$ cat src/rtl/vga_timing_gen_if.sv
// Raster timing bundle between the VGA timing source and its consumers.
//   hsync, vsync   sync pulses, polarity set by the producer's parameters
//   display_on     high while (hpos, vpos) lies in the visible area
//   hpos, vpos     current pixel column / line, 10 bits each
//   line_start     one-cycle strobe at hpos == 0
//   frame_start    one-cycle strobe at hpos == 0 and vpos == 0
//   frame_count    frames completed since reset, wraps 255 -> 0
// Modports: master drives the bundle, slave observes it.
interface vga_timing_gen_if;
  logic       hsync;
  logic       vsync;
  logic       display_on;
  logic [9:0] hpos;
  logic [9:0] vpos;
  logic       line_start;
  logic       frame_start;
  logic [7:0] frame_count;

  modport master (
    output hsync, vsync, display_on, hpos, vpos, line_start, frame_start, frame_count
  );

  modport slave (
    input hsync, vsync, display_on, hpos, vpos, line_start, frame_start, frame_count
  );
endinterface

$ cat src/rtl/vga_timing_gen.sv
// Raster timing source for the VGA output path, one pixel per clk.
// Ports:
//   clk    pixel clock, all logic on the rising edge
//   reset  synchronous, active-high; next state is pixel (0,0) with frame_count 0
//   vga    vga_timing_gen_if.master: hsync, vsync, display_on, hpos, vpos,
//          line_start, frame_start, frame_count
// Every output is a register decoded from the next pixel position, so all of
// them describe the hpos/vpos presented in the same cycle.
module vga_timing_gen #(
  parameter int unsigned H_DISPLAY  = 640,
  parameter int unsigned H_FRONT    = 16,
  parameter int unsigned H_SYNC     = 96,
  parameter int unsigned H_BACK     = 48,
  parameter int unsigned V_DISPLAY  = 480,
  parameter int unsigned V_FRONT    = 10,
  parameter int unsigned V_SYNC     = 2,
  parameter int unsigned V_BACK     = 33,
  parameter bit          H_SYNC_POL = 1'b0,
  parameter bit          V_SYNC_POL = 1'b0
) (
  input logic              clk,
  input logic              reset,
  vga_timing_gen_if.master vga
);

  localparam int unsigned H_TOTAL = H_DISPLAY + H_FRONT + H_SYNC + H_BACK;
  localparam int unsigned V_TOTAL = V_DISPLAY + V_FRONT + V_SYNC + V_BACK;

  if (H_TOTAL > 1024 || V_TOTAL > 1024) begin : g_bad_totals
    $error("vga_timing_gen: H_TOTAL and V_TOTAL must both be <= 1024");
  end

  localparam logic [9:0] H_LAST = 10'(H_TOTAL - 1);
  localparam logic [9:0] V_LAST = 10'(V_TOTAL - 1);

  // 11-bit window bounds: a sync window may end exactly at 1024.
  localparam logic [10:0] H_DISP_END = 11'(H_DISPLAY);
  localparam logic [10:0] HS_START   = 11'(H_DISPLAY + H_FRONT);
  localparam logic [10:0] HS_END     = 11'(H_DISPLAY + H_FRONT + H_SYNC);
  localparam logic [10:0] V_DISP_END = 11'(V_DISPLAY);
  localparam logic [10:0] VS_START   = 11'(V_DISPLAY + V_FRONT);
  localparam logic [10:0] VS_END     = 11'(V_DISPLAY + V_FRONT + V_SYNC);

  logic [9:0] hpos_q, hpos_d;
  logic [9:0] vpos_q, vpos_d;
  logic [7:0] fcnt_q, fcnt_d;
  logic       hsync_q, vsync_q, disp_q, line_q, frame_q;
  logic       hs_act_d, vs_act_d, disp_d, line_d, frame_d;

  // Next pixel position and frame count.
  always_comb begin
    hpos_d = hpos_q + 10'd1;
    vpos_d = vpos_q;
    fcnt_d = fcnt_q;
    if (reset) begin
      hpos_d = '0;
      vpos_d = '0;
      fcnt_d = '0;
    end else if (hpos_q == H_LAST) begin
      hpos_d = '0;
      if (vpos_q == V_LAST) begin
        vpos_d = '0;
        fcnt_d = fcnt_q + 8'd1;
      end else begin
        vpos_d = vpos_q + 10'd1;
      end
    end
  end

  // Decode against the next position so the registered flags line up with hpos/vpos.
  always_comb begin
    hs_act_d = ({1'b0, hpos_d} >= HS_START) && ({1'b0, hpos_d} < HS_END);
    vs_act_d = ({1'b0, vpos_d} >= VS_START) && ({1'b0, vpos_d} < VS_END);
    disp_d   = ({1'b0, hpos_d} < H_DISP_END) && ({1'b0, vpos_d} < V_DISP_END);
    line_d   = (hpos_d == '0);
    frame_d  = (hpos_d == '0) && (vpos_d == '0);
  end

  always_ff @(posedge clk) begin
    hpos_q  <= hpos_d;
    vpos_q  <= vpos_d;
    fcnt_q  <= fcnt_d;
    hsync_q <= hs_act_d ? H_SYNC_POL : ~H_SYNC_POL;
    vsync_q <= vs_act_d ? V_SYNC_POL : ~V_SYNC_POL;
    disp_q  <= disp_d;
    line_q  <= line_d;
    frame_q <= frame_d;
  end

  assign vga.hpos        = hpos_q;
  assign vga.vpos        = vpos_q;
  assign vga.frame_count = fcnt_q;
  assign vga.hsync       = hsync_q;
  assign vga.vsync       = vsync_q;
  assign vga.display_on  = disp_q;
  assign vga.line_start  = line_q;
  assign vga.frame_start = frame_q;

endmodule

$ cat src/flat_wrapper.sv
// flat-port wrapper written by rule: the top's interface ports become plain ports
module vga_timing_gen_flat 
#(
  parameter int unsigned H_DISPLAY  = 640,
  parameter int unsigned H_FRONT    = 16,
  parameter int unsigned H_SYNC     = 96,
  parameter int unsigned H_BACK     = 48,
  parameter int unsigned V_DISPLAY  = 480,
  parameter int unsigned V_FRONT    = 10,
  parameter int unsigned V_SYNC     = 2,
  parameter int unsigned V_BACK     = 33,
  parameter bit          H_SYNC_POL = 1'b0,
  parameter bit          V_SYNC_POL = 1'b0
)
  (clk, reset, vga_hsync, vga_vsync, vga_display_on, vga_hpos, vga_vpos, vga_line_start, vga_frame_start, vga_frame_count);
  vga_timing_gen_if vga_i ();
  input logic clk;
  input logic reset;
  output wire logic [$bits(vga_i.hsync)-1:0] vga_hsync;
  output wire logic [$bits(vga_i.vsync)-1:0] vga_vsync;
  output wire logic [$bits(vga_i.display_on)-1:0] vga_display_on;
  output wire logic [$bits(vga_i.hpos)-1:0] vga_hpos;
  output wire logic [$bits(vga_i.vpos)-1:0] vga_vpos;
  output wire logic [$bits(vga_i.line_start)-1:0] vga_line_start;
  output wire logic [$bits(vga_i.frame_start)-1:0] vga_frame_start;
  output wire logic [$bits(vga_i.frame_count)-1:0] vga_frame_count;
  assign vga_hsync = vga_i.hsync;
  assign vga_vsync = vga_i.vsync;
  assign vga_display_on = vga_i.display_on;
  assign vga_hpos = vga_i.hpos;
  assign vga_vpos = vga_i.vpos;
  assign vga_line_start = vga_i.line_start;
  assign vga_frame_start = vga_i.frame_start;
  assign vga_frame_count = vga_i.frame_count;
  vga_timing_gen #(.H_DISPLAY(H_DISPLAY), .H_FRONT(H_FRONT), .H_SYNC(H_SYNC), .H_BACK(H_BACK), .V_DISPLAY(V_DISPLAY), .V_FRONT(V_FRONT), .V_SYNC(V_SYNC), .V_BACK(V_BACK), .H_SYNC_POL(H_SYNC_POL), .V_SYNC_POL(V_SYNC_POL)) u_core (.clk(clk), .reset(reset), .vga(vga_i));
endmodule
$ cat config.mk
export PLATFORM = sky130hd
export DESIGN_NAME = vga_timing_gen_flat
export DESIGN_NICKNAME = d
export VERILOG_FILES = /design/src/rtl/vga_timing_gen_if.sv /design/src/rtl/vga_timing_gen.sv /design/src/flat_wrapper.sv
export SDC_FILE = /design/constraint.sdc
export NUM_CORES = 1
export LEC_CHECK = 0
export CAP_MARGIN = 40
export CORE_MARGIN = 1
export CORE_UTILIZATION = 40
export DETAILED_ROUTE_END_ITERATION = 8
export PLACE_DENSITY = 0.68
export SLEW_MARGIN = 20
export SYNTH_ARGS = -nofsm -noshare
export SYNTH_HDL_FRONTEND = slang
export SYNTH_SLANG_ARGS = --single-unit
$ cat constraint.sdc
create_clock -name clk -period 2.41 [get_ports clk]
set_input_delay 0.6025 -clock clk [delete_from_list [all_inputs] [get_ports clk]]
set_output_delay 0.6025 -clock clk [all_outputs]
set_load 0.02 [all_outputs]
==> flow_metrics.py <==
metrics = {
    "detailed_routing": {
        "drt-met1-wl_um": 1880,
        "drt_iter0_drc": 72,
        "postRouteWirelength_um": 3870,
        "viasPerCell": 5.38,
        "maxUsedRoutingLayer": "met4",
        "dr_wl_met3_um": 178,
        "ant_nets": 0,
        "vias": 1549,
        "wl_per_cell_um": 13.4,
        "drc": 0,
        "first_pass_iters": 4,
        "dr_wl_met2_um": 1720,
    },
    "global_route": {
        "grt_overflow": 0,
        "grt_pass1_vias": 1425,
        "grt_usage_pct": 19.4,
        "grt_max_degree": 18,
        "grt_pass1_wl_um": 6460,
        "antenna_found_initial": 0,
    },
    "sta": {
        "max_freq_mhz": 451,
        "finalCritPeriodShare_pct": 92.0,
        "fin_ws_ns": 0.192,
        "hold_slack_ns": 0.514,
        "period_needed_ns": 2.22,
        "final.setup.tns_ns": 0,
        "finalMaxSlewViolations": 0,
        "slew_headroom_pct": 69.5,
        "skew_ns": 0.00534,
        "rsz0062_at_grt": "no",
        "finalSetupViolCount": 0,
        "worst_pin_slew_ns": 0.455,
        "hold_violations": 0,
    },
    "cts": {
        "cts_tree": "built",
        "htree_levels": 2,
        "clock_path_buffers": 2,
        "cts_root_buffer": "clkbuf_8",
        "postCtsHoldBufs": 0,
        "clk_pin_slew_ns": 0.07,
        "clkSinkCount": 33,
        "cts_setup_buffers": 0,
        "cts_made_buffers": 5,
        "clk_latency_ns": 0.29,
        "cts.repair.resized": 0,
    },
    "pwr": {
        "p_leak_uw": 0.000870,
        "power_density_nw_per_um2": 484,
        "irDropWorstVdd_mv": 0.416,
    },
    "setup_path": {
        "critPathLaunchType": "flop",
        "critPathCaptureType": "flop",
        "critPathMaxFanout": 7,
        "cp.required_ns": 2.61,
        "arrival_ns": 2.41,
        "crit_type": "flop to flop",
        "reg2reg_depth": 7,
    },
    "yosys": {
        "synth_flop_cell": "dfxtp_1",
        "ys_ff_latch": 33,
        "synthArstFlopShare_pct": 0,
        "syn_avg_cell_area_um2": 9.10,
        "yosysWarnings": 0,
        "synthDistinctLibCells": 50,
        "synth_edf_count": 0,
        "syn_nets": 196,
        "yosysSeqAreaShare_pct": 38.2,
        "synth_area_um2": 1730,
        "synth_cells": 190,
    },
    "final_layout": {
        "syn_to_final_growth_pct": 33.4,
        "layout.nets": 243,
        "layout_common_cells": "clkdlybuf4s50_1, dfxtp_1, nor2_1",
        "num_antenna_cells": 0,
        "final_common_cell": "clkdlybuf4s50_1",
        "fillers": 388,
        "drive_above_1_share_pct": 15.5,
    },
    "floorplan": {
        "num_rows": 23,
        "dieArea_um2": 4590,
        "die_h_um": 67.8,
        "num_io_pins": 35,
        "core_area_um2": 4090,
        "initial_core_util_pct": 42.3,
        "die_w_um": 67.8,
    },
    "status": {
        "status": "complete, no violations",
    },
    "worst_hold_path": {
        "worstHoldPathType": "flop to flop",
        "hold-path-cell-count": 2,
    },
    "placement": {
        "gp_congestion": 0.865,
        "hpwl_um": 2880,
        "pre_cts_ws_ns": 0.0826,
        "port-buffer-count": 34,
    },
    "run": {
        "drv_cap": 0,
    },
}
==> layout make-up <==
class / count / area (µm²) / share of cell area [%]
inverters: 11 / 41.3 / 1.79
multi-input cells: 140 / 1010 / 43.8
flip-flops and latches: 33 / 661 / 28.6
well taps: 50 / 62.6 / 2.71
clock inverters: 1 / 5.00 / 0.217
repair buffers: 46 / 430 / 18.7
clock buffers: 7 / 96.3 / 4.18
==> power by group <==
| part | switching [µW] | leakage, µW | internal [µW] |
|---|---|---|---|
| Clock | 204 | 0.0000542 | 258 |
| Sequential | 7.00 | 0.000267 | 557 |
| Combinational | 49.1 | 0.000549 | 42.3 |
==> path summary, 6_finish.rpt <==
| check | startpoint | slack [ns] | to |
|---|---|---|---|
| max reg2reg | u_core.vga.hpos[0] | 0.19 | u_core.vga.frame_start |
| min reg2reg | u_core.vga.frame_count[7] | 0.51 | u_core.vga.frame_count[7] |
| max | u_core.vga.hpos[0] | 0.19 | u_core.vga.frame_start |
| min | u_core.vga.frame_count[7] | 0.51 | u_core.vga.frame_count[7] |
==> synthesized netlist by cell type (2+ instances only) <==
| cell type | count | share of area, % |
|---|---|---|
| dfxtp_1 | 33 | 38 |
| buf_6 | 2 | 1.3 |
| nor3_1 | 3 | 0.87 |
| a21oi_1 | 6 | 1.7 |
| clkbuf_1 | 2 | 0.43 |
| inv_1 | 11 | 2.4 |
| o31ai_1 | 2 | 0.87 |
| and3_1 | 3 | 1.1 |
| xnor2_1 | 9 | 4.6 |
| or4_1 | 2 | 0.87 |
| nor4_1 | 2 | 0.72 |
| nand2_1 | 12 | 2.6 |
| a31oi_1 | 5 | 1.8 |
| nand3_1 | 8 | 2.3 |
| ha_1 | 4 | 2.9 |
| xor2_1 | 11 | 5.6 |
| nor2_1 | 28 | 6.1 |
| and2_1 | 3 | 1.1 |
| nor3b_1 | 2 | 0.87 |
| nor4_4 | 4 | 4.9 |
| o21ai_0 | 2 | 0.58 |
| nand4b_1 | 2 | 1.0 |
| nand4_1 | 7 | 2.5 |
==> stage by stage <==
step	utilization, %	total power (µW)	cells	area (µm²)
after global placement	53.4	666	280	2180
final	56.5	1120	288	2310
after CTS	55.9	1130	288	2280
after floorplan	-	622	190	1730
after detailed placement	53.4	665	280	2180
after global routing	56.5	1160	288	2310
==> sequential cells by signal, summed over array words and instances, names as in the netlist <==
| register | cells |
|---|---|
| u_core.vga.hpos | 10 |
| u_core.vga.frame_start | 1 |
| u_core.vga.vsync | 1 |
| u_core.vga.vpos | 10 |
| u_core.vga.line_start | 1 |
| u_core.vga.frame_count | 8 |
| u_core.vga.display_on | 1 |
| u_core.vga.hsync | 1 |
==> worst max-delay path, stage by stage (launching register included) <==
cell and delay (ns):
dfxtp_1 0.33, ha_1 0.29, nand4_4 0.20, or4_1 0.48, xnor2_1 0.18, nor3b_2 0.24, nand4_1 0.15, a221oi_2 0.26
==> routing by layer <==
metal  global-route usage (%)  vias up
met5                        0        -
met4                     9.84        0
li1                         -      766
met2                     30.1       53
met1                     24.4      718
met3                     5.07       12
==> logic make-up (layout without fill, tap and decap cells) <==
| group | count (synthesis) | count (layout) | synth area share [%] |
|---|---|---|---|
| AO/OA/AOI/OAI | 25 | 25 | 10.2 |
| adder cells (fa/ha/maj) | 4 | 4 | 2.89 |
| buffers and inverters | 17 | 65 | 4.63 |
| multiplexers | 1 | 1 | 0.579 |
| flip-flops | 33 | 33 | 38.2 |
| XOR/XNOR | 20 | 20 | 10.1 |
| AND/OR/NAND/NOR | 90 | 90 | 33.4 |
(Power assumes the default switching activity.)
